File: config.mk
export PLATFORM = sky130hd
export DESIGN_NAME = wb_port_arbiter
export DESIGN_NICKNAME = d
export VERILOG_FILES = /design/src/rtl/wb_pkg.sv /design/src/rtl/wb_fifo.sv /design/src/rtl/wb_port_arbiter.sv
export SDC_FILE = /design/constraint.sdc
export NUM_CORES = 1
export LEC_CHECK = 0
export ABC_AREA = 1
export BUFFER_PORTS_ARGS = -buffer_cell sky130_fd_sc_hd__buf_2
export CORE_AREA = 2 2 98 138
export CTS_CLUSTER_DIAMETER = 50
export DETAILED_ROUTE_END_ITERATION = 6
export DIE_AREA = 0 0 100 140
export PLACE_DENSITY_LB_ADDON = 0.08
export SLEW_MARGIN = 20
export SYNTH_ARGS = -nofsm -noshare
export SYNTH_HDL_FRONTEND = slang
export SYNTH_SLANG_ARGS = --single-unit
File: constraint.sdc
create_clock -name CLK -period 2.8 [get_ports CLK]
set_clock_uncertainty 0.05 [all_clocks]
set_input_delay 0.14 -clock CLK [delete_from_list [all_inputs] [get_ports CLK]]
set_output_delay 0.14 -clock CLK [all_outputs]
set_load 0.05 [all_outputs]
File: src/rtl/wb_pkg.sv
// Shared types for the register-file write-back arbiter.
// Entry layout matches the default AW=5 / DW=32 configuration.
package wb_pkg;

   typedef enum logic [1:0] {
      IDLE,
      WB_ALU,
      WB_LD
   } wb_state_t;

   localparam int WB_DEPTH = 2;
   localparam logic [4:0] REG_ZERO = 5'd0;

   typedef struct packed {
      logic [4:0]  rd;
      logic [31:0] data;
   } wb_entry_t;

endpackage

File: src/rtl/wb_fifo.sv
// Small generic FIFO: zero-latency head, push lands next edge, flush empties it.
// Backpressure is the caller's job: never push when full or pop when empty.
module wb_fifo #(
   parameter int DEPTH = 2,
   parameter int W = 37,
   localparam int CW = $clog2(DEPTH + 1),
   localparam int PW = (DEPTH > 1) ? $clog2(DEPTH) : 1
) (
   input  logic          core_clk,
   input  logic          arst_n,
   input  logic          flush,
   input  logic          push,
   input  logic [W-1:0]  push_dat,
   input  logic          pop,
   output logic [CW-1:0] count,
   output logic          head_vld,
   output logic [W-1:0]  head_dat
);

   logic [W-1:0]  mem [DEPTH];
   logic [PW-1:0] rd_ptr;
   logic [PW-1:0] wr_ptr;

   function automatic logic [PW-1:0] bump(input logic [PW-1:0] p);
      return (p == PW'(DEPTH - 1)) ? '0 : p + 1'b1;
   endfunction

   always_ff @(posedge core_clk or negedge arst_n) begin
      if (!arst_n) begin
         rd_ptr <= '0;
         wr_ptr <= '0;
         count  <= '0;
      end else if (flush) begin
         rd_ptr <= '0;
         wr_ptr <= '0;
         count  <= '0;
      end else begin
         if (push) wr_ptr <= bump(wr_ptr);
         if (pop)  rd_ptr <= bump(rd_ptr);
         if (push && !pop)      count <= count + 1'b1;
         else if (pop && !push) count <= count - 1'b1;
      end
   end

   // Storage needs no reset: count gates every read.
   always_ff @(posedge core_clk) begin
      if (push && !flush) mem[wr_ptr] <= push_dat;
   end

   assign head_vld = (count != '0);
   assign head_dat = mem[rd_ptr];

endmodule

File: src/rtl/wb_port_arbiter.sv
// Write-back port arbiter: load > buffered ALU > ALU bypass, registered outputs, 1-cycle latency.
// ALU is stalled (aluReady=0) only while the 2-entry pending FIFO is full; loads never stall.
module wb_port_arbiter
   import wb_pkg::*;
#(
   parameter int DEPTH = WB_DEPTH,
   parameter int AW = 5,
   parameter int DW = 32
) (
   input  logic          CLK,
   input  logic          RST,
   input  logic          flush,
   input  logic          aluValid,
   input  logic [AW-1:0] aluRd,
   input  logic [DW-1:0] aluResult,
   output logic          aluReady,
   input  logic          ldValid,
   input  logic [AW-1:0] ldRd,
   input  logic [DW-1:0] ldData,
   output logic          ALUM2Reg,
   output logic [DW-1:0] result,
   output logic [DW-1:0] DataOut,
   output logic [AW-1:0] writeReg,
   output logic          RegWre,
   output logic [1:0]    pending
);

   wb_state_t     state, state_nxt;
   wb_entry_t     alu_ent, head_ent;
   logic          alu_acc, head_vld, fifo_push, fifo_pop;
   logic          alum2reg_nxt, regwre_nxt;
   logic [DW-1:0] result_nxt, dataout_nxt;
   logic [AW-1:0] writereg_nxt;

   assign aluReady = (pending != 2'(DEPTH));
   assign alu_acc  = aluValid && aluReady && !flush;
   assign alu_ent  = '{rd: aluRd, data: aluResult};

   wb_fifo #(
      .DEPTH (DEPTH),
      .W     ($bits(wb_entry_t))
   ) u_fifo (
      .core_clk (CLK),
      .arst_n   (RST),
      .flush    (flush),
      .push     (fifo_push),
      .push_dat (alu_ent),
      .pop      (fifo_pop),
      .count    (pending),
      .head_vld (head_vld),
      .head_dat (head_ent)
   );

   always_comb begin
      state_nxt    = IDLE;
      fifo_push    = alu_acc;
      fifo_pop     = 1'b0;
      // After an idle cycle the selector keeps pointing where it last did.
      alum2reg_nxt = (state == IDLE) ? ALUM2Reg : (state == WB_LD);
      result_nxt   = result;
      dataout_nxt  = DataOut;
      writereg_nxt = writeReg;

      if (ldValid) begin
         state_nxt    = WB_LD;
         alum2reg_nxt = 1'b1;
         dataout_nxt  = ldData;
         writereg_nxt = ldRd;
      end else if (head_vld && !flush) begin
         state_nxt    = WB_ALU;
         fifo_pop     = 1'b1;
         alum2reg_nxt = 1'b0;
         result_nxt   = head_ent.data;
         writereg_nxt = head_ent.rd;
      end else if (alu_acc) begin
         // FIFO is empty here: the request goes straight out without being stored.
         state_nxt    = WB_ALU;
         fifo_push    = 1'b0;
         alum2reg_nxt = 1'b0;
         result_nxt   = alu_ent.data;
         writereg_nxt = alu_ent.rd;
      end

      regwre_nxt = (state_nxt != IDLE) && (writereg_nxt != REG_ZERO);
   end

   always_ff @(posedge CLK or negedge RST) begin
      if (!RST) begin
         state    <= IDLE;
         ALUM2Reg <= 1'b0;
         result   <= '0;
         DataOut  <= '0;
         writeReg <= '0;
         RegWre   <= 1'b0;
      end else begin
         state    <= state_nxt;
         ALUM2Reg <= alum2reg_nxt;
         result   <= result_nxt;
         DataOut  <= dataout_nxt;
         writeReg <= writereg_nxt;
         RegWre   <= regwre_nxt;
      end
   end

endmodule

# After elaboration in Yosys (flattened, before gate mapping)
# Memory sizes are Yosys's and may differ from the RTL's.
# Index checks and enable logic that the tools add are counted.
# classes
n_bitwise,1
muxes,27
eq_ne,3
n_addsub,4
n_reduce_logical,19
# ops
operator,count
$mux 32,2
$mux 1,18
$mux 5,3
$reduce_bool 2->1,5
$mux 2,4
$logic_and 1x1->1,7
$reduce_bool 5->1,1
$ne 4x3->1 const B,1
$logic_not 1->1,3
$reduce_bool 3->1,1
$add 1x1->1 const B,2
$add 2x1->2 const B,1
$eq 2x2->1 const B,1
$logic_not 2->1,1
$ne 2x2->1 const B,1
$reduce_and 2->1,1
$sub 2x1->2 const B,1
$not 1->1,1
# totals
out_inout_bits,74
ramBits,74
reg_bits,77
memories,1
word_cells,64
# mem_list
memory,words,word_bits,read_ports,rd_clocked_by_memory_dff,wr,line,rtl
u_fifo.mem,2,37,1,0,1,wb_fifo.sv:20,logic [W-1:0] mem [DEPTH];

# Depth between registers and ports, before layout
# Gate-level depths: netlist of the first run.
# depth
word_depth,10
depth_mapped,10
ltp_nobuf,10

# By module
# Synthesis of the first run repeated with hierarchy kept, for this count alone.
# hier_totals
hier_cells,536
hier_area_um2,6158.4
# modules_own_cells
mod,cells_each,area_per_inst_um2,n_inst,seq_area_each_um2
wb_port_arbiter,390,3235.6,1,1826.8
wb_fifo,146,2922.8,1,2322.2

# Worst setup path before layout of the first run
# OpenSTA, ideal clock, no wires.
# synth_path
path_type,register to register
start,reg u_fifo.count[0]
end,mem u_fifo.mem[0][0] (enable)
stages_incl_launch_ff,7
slack_ns,-0.885
arrival_time_ns,3.204
period_less_slack_ns,3.685
required_ns,2.319
path_cell_list,dfrtp_1 -> inv_1 -> nand2_1 -> nand2_2 -> inv_1 -> nand2_1 -> nor2_1
# synth_via
elab_chain_cells,8
# synth_lines
item,line,rtl
"start, declared",wb_fifo.sv:15,"output logic [CW-1:0] count,"
"start signal, assigned",wb_fifo.sv:40,if (push && !pop) count <= count + 1'b1;
"start signal, assigned",wb_fifo.sv:41,else if (pop && !push) count <= count - 1'b1;
$ne 2x2->1 *,wb_port_arbiter.sv:35,assign aluReady = (pending != 2'(DEPTH));
via aluReady,wb_port_arbiter.sv:16,"output logic aluReady,"
$logic_and 1x1->1 * (2 in a row),wb_port_arbiter.sv:36,assign alu_acc = aluValid && aluReady && !flush;
$mux 1,wb_port_arbiter.sv:69,end else if (head_vld && !flush) begin
$mux 1 *,wb_port_arbiter.sv:64,if (ldValid) begin
$logic_and 1x1->1 *,wb_fifo.sv:47,if (push && !flush) mem[wr_ptr] <= push_dat;
$mux 1 *,wb_fifo.sv:47,
$mux 1 (not written as such) *,wb_fifo.sv:47,
"end, declared",wb_fifo.sv:20,
# Mark *: on every way through the listed nets, which the timed path passes. The rest lies on a longest branch.

# Final worst setup path of the first run
# layout_path
start,reg u_fifo.count[0]
end,mem u_fifo.mem[0][14] (enable)
# layout_via
elab_chain_cells,8
# layout_lines
item,line
$ne 2x2->1,wb_port_arbiter.sv:35
$logic_and 1x1->1 (2 in a row),wb_port_arbiter.sv:36
$mux 1,wb_port_arbiter.sv:69
$mux 1 *,wb_port_arbiter.sv:64
$logic_and 1x1->1 *,wb_fifo.sv:47
$mux 1 *,wb_fifo.sv:47
$mux 1 (not written as such) *,wb_fifo.sv:47
# Every way passes the cells marked *; elsewhere a longest branch is shown, timed or not.

==> results of run 1 <==
kinds of logic (layout without fill, tap and decap cells):
group                  count (synthesis)  count (layout)  share of synthesized area (%)
AOI/OAI and AO/OA                     79              79                           8.76
buffers and inverters                 51             290                           3.66
and+or+nand+nor                      263             263                           18.2
DFF                                  151             151                           69.3
worst max path at each step:
| stage | start | to | slack (ns) | depth (start not counted) |
|---|---|---|---|---|
| 2_1_floorplan | u_fifo.count[0]$_DFFE_PN0P_ | u_fifo.mem[0][0]$_DFFE_PP_ | -0.29 | 6 |
| 3_3_place_gp | u_fifo.count[0]$_DFFE_PN0P_ | u_fifo.mem[0][6]$_DFFE_PP_ | 0.79 | 7 |
| 3_5_place_dp | u_fifo.count[0]$_DFFE_PN0P_ | u_fifo.mem[0][10]$_DFFE_PP_ | 0.66 | 7 |
| 4_1_cts | u_fifo.count[0]$_DFFE_PN0P_ | u_fifo.mem[0][35]$_DFFE_PP_ | 0.65 | 7 |
| 5_1_grt | u_fifo.count[0]$_DFFE_PN0P_ | u_fifo.mem[0][35]$_DFFE_PP_ | 0.50 | 7 |
| 6_report | u_fifo.count[0]$_DFFE_PN0P_ | u_fifo.mem[0][14]$_DFFE_PP_ | 0.67 | 7 |
cell type report:
type                    count  area (um2)  share of cell area [%]
clock buffers              21         493                    5.98
clock inverters            11        81.3                   0.987
inverters                  24        90.1                    1.09
multi-input cells         342        1640                    19.9
flip-flops and latches    151        4150                    50.3
well taps                 153         191                    2.32
repair buffers            234        1590                    19.3
worst register-to-register path, cell delays in order, from the launching register on:
cell     delay (ns)
dfrtp_1        0.39
inv_1          0.10
nand2_1        0.16
nand2_2        0.14
inv_1          0.12
nand2_1        0.17
nor2_4         0.43
buf_12         0.25
repair_timing:
action,CTS,global route
hold endpoints to repair,219,0
hold buffers,74,0
buffers inserted,0,0
cell usage in the layout, fill, tap and decap left out, drive strengths merged, types with 2 or more instances in the layout:
cell type,netlist,layout
clkinv,1,6
inv,23,29
or2,32,32
nand2,163,163
dfrtp,77,77
o21ai,9,9
nand3,10,10
edfxtp,74,74
a21boi,2,2
o211ai,32,32
a21oi,4,4
clkbuf,13,21
nor2,57,57
a31oi,32,32
dlygate4sd3,0,74
buf,14,160
power by group through the flow:
stage / sequential (mW) / combinational, mW / clock (mW)
after global routing: 2.91 / 2.65 / 2.30
after floorplan: 3.91 / 0.740 / 0
after global placement: 2.89 / 2.38 / 0
after CTS: 2.87 / 2.49 / 2.21
after detailed placement: 2.91 / 2.41 / 0
final: 2.86 / 2.47 / 2.16
flip-flops by register name, summed over array words and instances, names as in the netlist:
| register | cells |
|---|---|
| writeReg | 5 |
| u_fifo.count | 2 |
| u_fifo.mem | 74 |
| DataOut | 32 |
| u_fifo.wr_ptr | 1 |
| result | 32 |
| RegWre | 1 |
| u_fifo.rd_ptr | 1 |
| ALUM2Reg | 1 |
| state | 2 |
stage by stage:
stage | setup WS [ns] | area (um2) | std cells | TNS (ns) | hold WS (ns)
after floorplan | -0.289 | 5990 | 544 | -21.40 | -0.206
after global placement | 0.786 | 6920 | 830 | 0 | 0.293
after detailed placement | 0.661 | 6920 | 830 | 0 | 0.297
after CTS | 0.650 | 8240 | 936 | 0 | 0.0112
after global routing | 0.500 | 8240 | 936 | 0 | 0.0320
final | 0.674 | 8240 | 936 | 0 | 0.0290
layer usage:
layer  wire length (um)  vias up  part of all wire [%]
met2               7300      148                    52
met5                  0        -                     0
met4                170        0                   1.2
met1               5770     2243                    41
met3                814       15                   5.8
li1                   -     2283                     -
==> results.json, run 1 <==
{
  "status": "completed",
  "synthMostInstantiatedCell": "nand2_1",
  "use_met2_pct": 37.3,
  "yosys.cell_types.count": 22,
  "ctsResizeCount": 0,
  "die_x_um": 100,
  "cts_buffers": 17,
  "synthTopCellsByArea": "edfxtp_1 (37%), dfrtp_1 (32%), nand2_1 (10%)",
  "relSlewSlack_pct": 51.8,
  "r2r_start": "u_fifo.count[0]$_DFFE_PN0P_",
  "cts.sink_count": 151,
  "grt_use_met3_pct": 4.84,
  "diodes": 0,
  "routed_wirelength_um": 14100,
  "synth_commonest_cells": "nand2_1 (161), dfrtp_1 (77), edfxtp_1 (74)",
  "nNetsFinal": 849,
  "power_density_nw_per_um2": 909,
  "crit_chain": "inv_1 -> nand2_1 -> nand2_2 -> inv_1 -> nand2_1 -> nor2_4 -> buf_12",
  "intPower_mw": 4.61,
  "synthArstFlopShare_pct": 51.0,
  "area_growth_pct": 37.7,
  "slew_viol_final": 0,
  "irDropWorstVdd_v": 0.000587,
  "max-cap-violations": 0,
  "ff2ff_setup_slack_ns": 0.67,
  "worstRegToRegCells": 7,
  "period_needed_ns": 2.13,
  "critPathMaxFanout": 23,
  "drtPass1Iterations": 5,
  "via_count": 4689,
  "fmax_mhz": 470,
  "synth_nets": 623,
  "postSynthAreaPerCell_um2": 11.0,
  "rsz0062_at_grt": "no",
  "rows": 49,
  "gp_congestion": 0.906,
  "ys_warn_count": 0,
  "grt-ovfl-total": 0,
  "start_util_pct": 46.9,
  "cp.buffers_inverters": 3,
  "worst_pin_slew_ns": 0.724,
  "ys_ff_latch": 151,
  "end_kind": "flop",
  "syn_inst": 544,
  "nFillCells": 1020,
  "clkSlewWorstSetupHoldPaths_ns": 0.06,
  "grt_pass1_wl_um": 22400,
  "synth_top_area_share_pct": 37.1,
  "hold_end": "writeReg[4]$_DFF_PN0_",
  "power_switching_share_pct": 38.4,
  "hold_start": "ldValid",
  "cp_top_family": "simple AND/OR/NAND/NOR gates",
  "antenna_left": 0,
  "p_leak_nw": 3.73,
  "sequentialPowerShare_pct": 38.2,
  "fin_total_pwr_mw": 7.49,
  "dp_hpwl_um": 8790,
  "grt_max_degree": 78,
  "arrival_ns": 2.19,
  "dieArea_um2": 14000,
  "insertion_delay_ns": 0.41,
  "cts_root_buffer": "clkbuf_16",
  "dominantRegCellSynth": "dfrtp_1",
  "numPortBuffers": 152,
  "top_level_ports": 153,
  "drc": 0,
  "die_height_um": 140,
  "min_path_type": "in2reg",
  "routedWlPerCell_um": 15.0,
  "antenna_found_initial": 0,
  "timing.rr.end": "u_fifo.mem[0][14]$_DFFE_PP_",
  "clk_path_buf_depth": 2,
  "finish.utilization_pct": 64.6,
  "gr-max-usage-layer": "met2",
  "pwr-share-clk_pct": 28.8,
  "netlist_area_um2": 5980,
  "final_hold_viol_count": 0,
  "met1_usage_pct": 24.4,
  "period_share_pct": 75.9,
  "cp_slowest_cell": "nor2_4",
  "setup_violations": 0,
  "ys_seq_area_share_pct": 69.3,
  "drive_gt1_share_pct": 29.5,
  "core_um2": 12800,
  "holdPathStages": 4,
  "max_stage_delay_ns": 0.43,
  "start_kind": "flop",
  "grt_pass1_vias": 4680,
  "synth.largest_area_cell": "edfxtp_1",
  "groute.usage.overall_pct": 20.6,
  "power.switching_mw": 2.88,
  "cts_tree": "yes",
  "worstPathRequired_ns": 2.86,
  "drt-initial-drc-count": 205,
  "synth_edf_count": 74,
  "critical_path_class": "reg2reg",
  "p_comb_share_pct": 32.9,
  "viasPerCell": 5.01,
  "h-tree-depth": 4
}
(Power assumes the default switching activity.)
==> inputs of run 2 (changes only) <==
CORE_AREA = 2 2 93 131   (was 2 2 98 138)
DIE_AREA = 0 0 95 133   (was 0 0 100 140)
clock period = 2 ns   (was 2.8 ns; I/O delays follow)
==> results.json, run 2 (same netlist as run 1, synthesis figures left out) <==
{
  "diodes": 0,
  "dp_worst_setup_slack_ns": 0.265,
  "status": "completed",
  "clkSlewWorstSetupHoldPaths_ns": 0.06,
  "largestRegisters": "u_fifo.mem: 74 flops, DataOut: 32 flops, result: 32 flops",
  "routedWlPerCell_um": 15.1,
  "placed_cell_area_um2": 7080,
  "cts_tree": "yes",
  "cp_slowest_cell": "dfrtp_4",
  "cp.buffers_inverters": 2,
  "min_path_type": "in2reg",
  "drtPass1Iterations": 4,
  "rsz0062_at_grt": "no",
  "max_stage_delay_ns": 0.47,
  "p_leak_nw": 3.79,
  "core_um2": 11600,
  "grt_max_degree": 54,
  "setup_tns_ns": 0,
  "cts_buffers": 17,
  "final_hold_viol_count": 0,
  "power_density_nw_per_um2": 1270,
  "setup_slack_ns": 0.293,
  "groute.usage.overall_pct": 23.8,
  "via_count": 4688,
  "final_common_cell": "nand2_1",
  "die_height_um": 133,
  "nNetsFinal": 859,
  "fmax_mhz": 586,
  "period_share_pct": 85.3,
  "h-tree-depth": 4,
  "largest_reg_flops": 74,
  "drc": 0,
  "stdcell_area_um2": 8410,
  "crit_chain": "inv_1 -> nand2_1 -> nand2_2 -> a21oi_4 -> buf_12 -> nor2_1 -> a31oi_1",
  "drt-initial-drc-count": 287,
  "antenna_found_initial": 0,
  "numPortBuffers": 152,
  "dieArea_um2": 12600,
  "end_kind": "flop",
  "worstPathRequired_ns": 2.27,
  "grt-ovfl-total": 0,
  "slew_viol_final": 0,
  "antenna_left": 0,
  "ff2ff_setup_slack_ns": 0.29,
  "relSlewSlack_pct": 69.2,
  "start_util_pct": 51.6,
  "max-cap-violations": 0,
  "dp_hpwl_um": 8960,
  "regMostFlops": "u_fifo.mem",
  "drive_gt1_share_pct": 31.1,
  "grt_pass1_vias": 4794,
  "final_cell_mix": "nand2_1 (159), buf_2 (151), dfrtp_1 (75), dlygate4sd3_1 (75), edfxtp_1 (74)",
  "cts_setup_buffers": 0,
  "routed_wirelength_um": 14200,
  "finish.utilization_pct": 72.6,
  "area_growth_pct": 40.5,
  "die_x_um": 95,
  "setup_violations": 0,
  "cp_top_family": "flip-flops",
  "insertion_delay_ns": 0.41,
  "period_needed_ns": 1.71,
  "critPathMaxFanout": 30,
  "start_kind": "flop",
  "worst_pin_slew_ns": 0.461,
  "cts.sink_count": 151,
  "critical_path_class": "reg2reg",
  "gp_congestion": 0.810,
  "arrival_ns": 1.98,
  "top_level_ports": 153,
  "clk_path_buf_depth": 2,
  "rows": 47,
  "cts_root_buffer": "clkbuf_16",
  "viasPerCell": 4.99,
  "grt_pass1_wl_um": 23000,
  "irDropWorstVdd_v": 0.000998
}
run 2: metrics by stage:
step	total power [mW]	hold slack (ns)	instances
6_report	10.7	0.0220	940
5_1_grt	11.2	0.0749	940
4_1_cts	10.8	0.00508	940
3_5_place_dp	7.58	-0.00732	833
3_3_place_gp	7.51	-0.0210	833
2_1_floorplan	6.60	-0.246	544
run 2: layout make-up:
type,count,area [um2]
inverter,24,95.1
sequential,151,4150
tap,147,184
multi-input combinational,342,1690
timing repair buffer,244,1700
clock buffer,22,487
clock inverter,10,93.8
fill,783,3180
run 2: where the power goes:
group / internal (mW) / total [mW] / switching, mW / leakage, nW
Sequential: 3.78 / 4.05 / 0.272 / 1.57
Clock: 1.86 / 3.05 / 1.19 / 0.288
Combinational: 0.974 / 3.57 / 2.59 / 1.93
run 2: what timing repair did:
item,CTS,global route
setup endpoints to repair,0,0
hold endpoints to repair,221,0
resized for setup,0,0
hold buffers,75,0
run 2: worst reg2reg max path, cell delays in order (launching register included):
cell     delay (ns)
dfrtp_4        0.47
inv_1          0.08
nand2_1        0.13
nand2_2        0.11
a21oi_4        0.31
buf_12         0.22
nor2_1         0.08
a31oi_1        0.16
run 2: final timing paths:
| path | start | to | depth (start not counted) |
|---|---|---|---|
| worst max register to register | u_fifo.count[1]$_DFFE_PN0P_ | result[27]$_DFFE_PN0P_ | 7 |
| worst min-delay path | ldRd[1] | writeReg[1]$_DFF_PN0_ | 5 |
| worst max-delay path | u_fifo.count[1]$_DFFE_PN0P_ | result[27]$_DFFE_PN0P_ | 7 |
| worst min register to register | state[1]$_DFF_PN0_ | ALUM2Reg$_DFFE_PN0P_ | 1 |
| max in group asynchronous | RST | writeReg[4]$_DFF_PN0_ | 3 |
| min in group asynchronous | RST | DataOut[31]$_DFFE_PN0P_ | 2 |
run 2: routing by layer:
metal	up-vias	track usage, %	wire, um
li1	2316	-	-
met1	2203	28.9	5840
met2	155	41.7	7250
met3	14	5.07	840
met4	0	7.81	215
met5	-	0	0
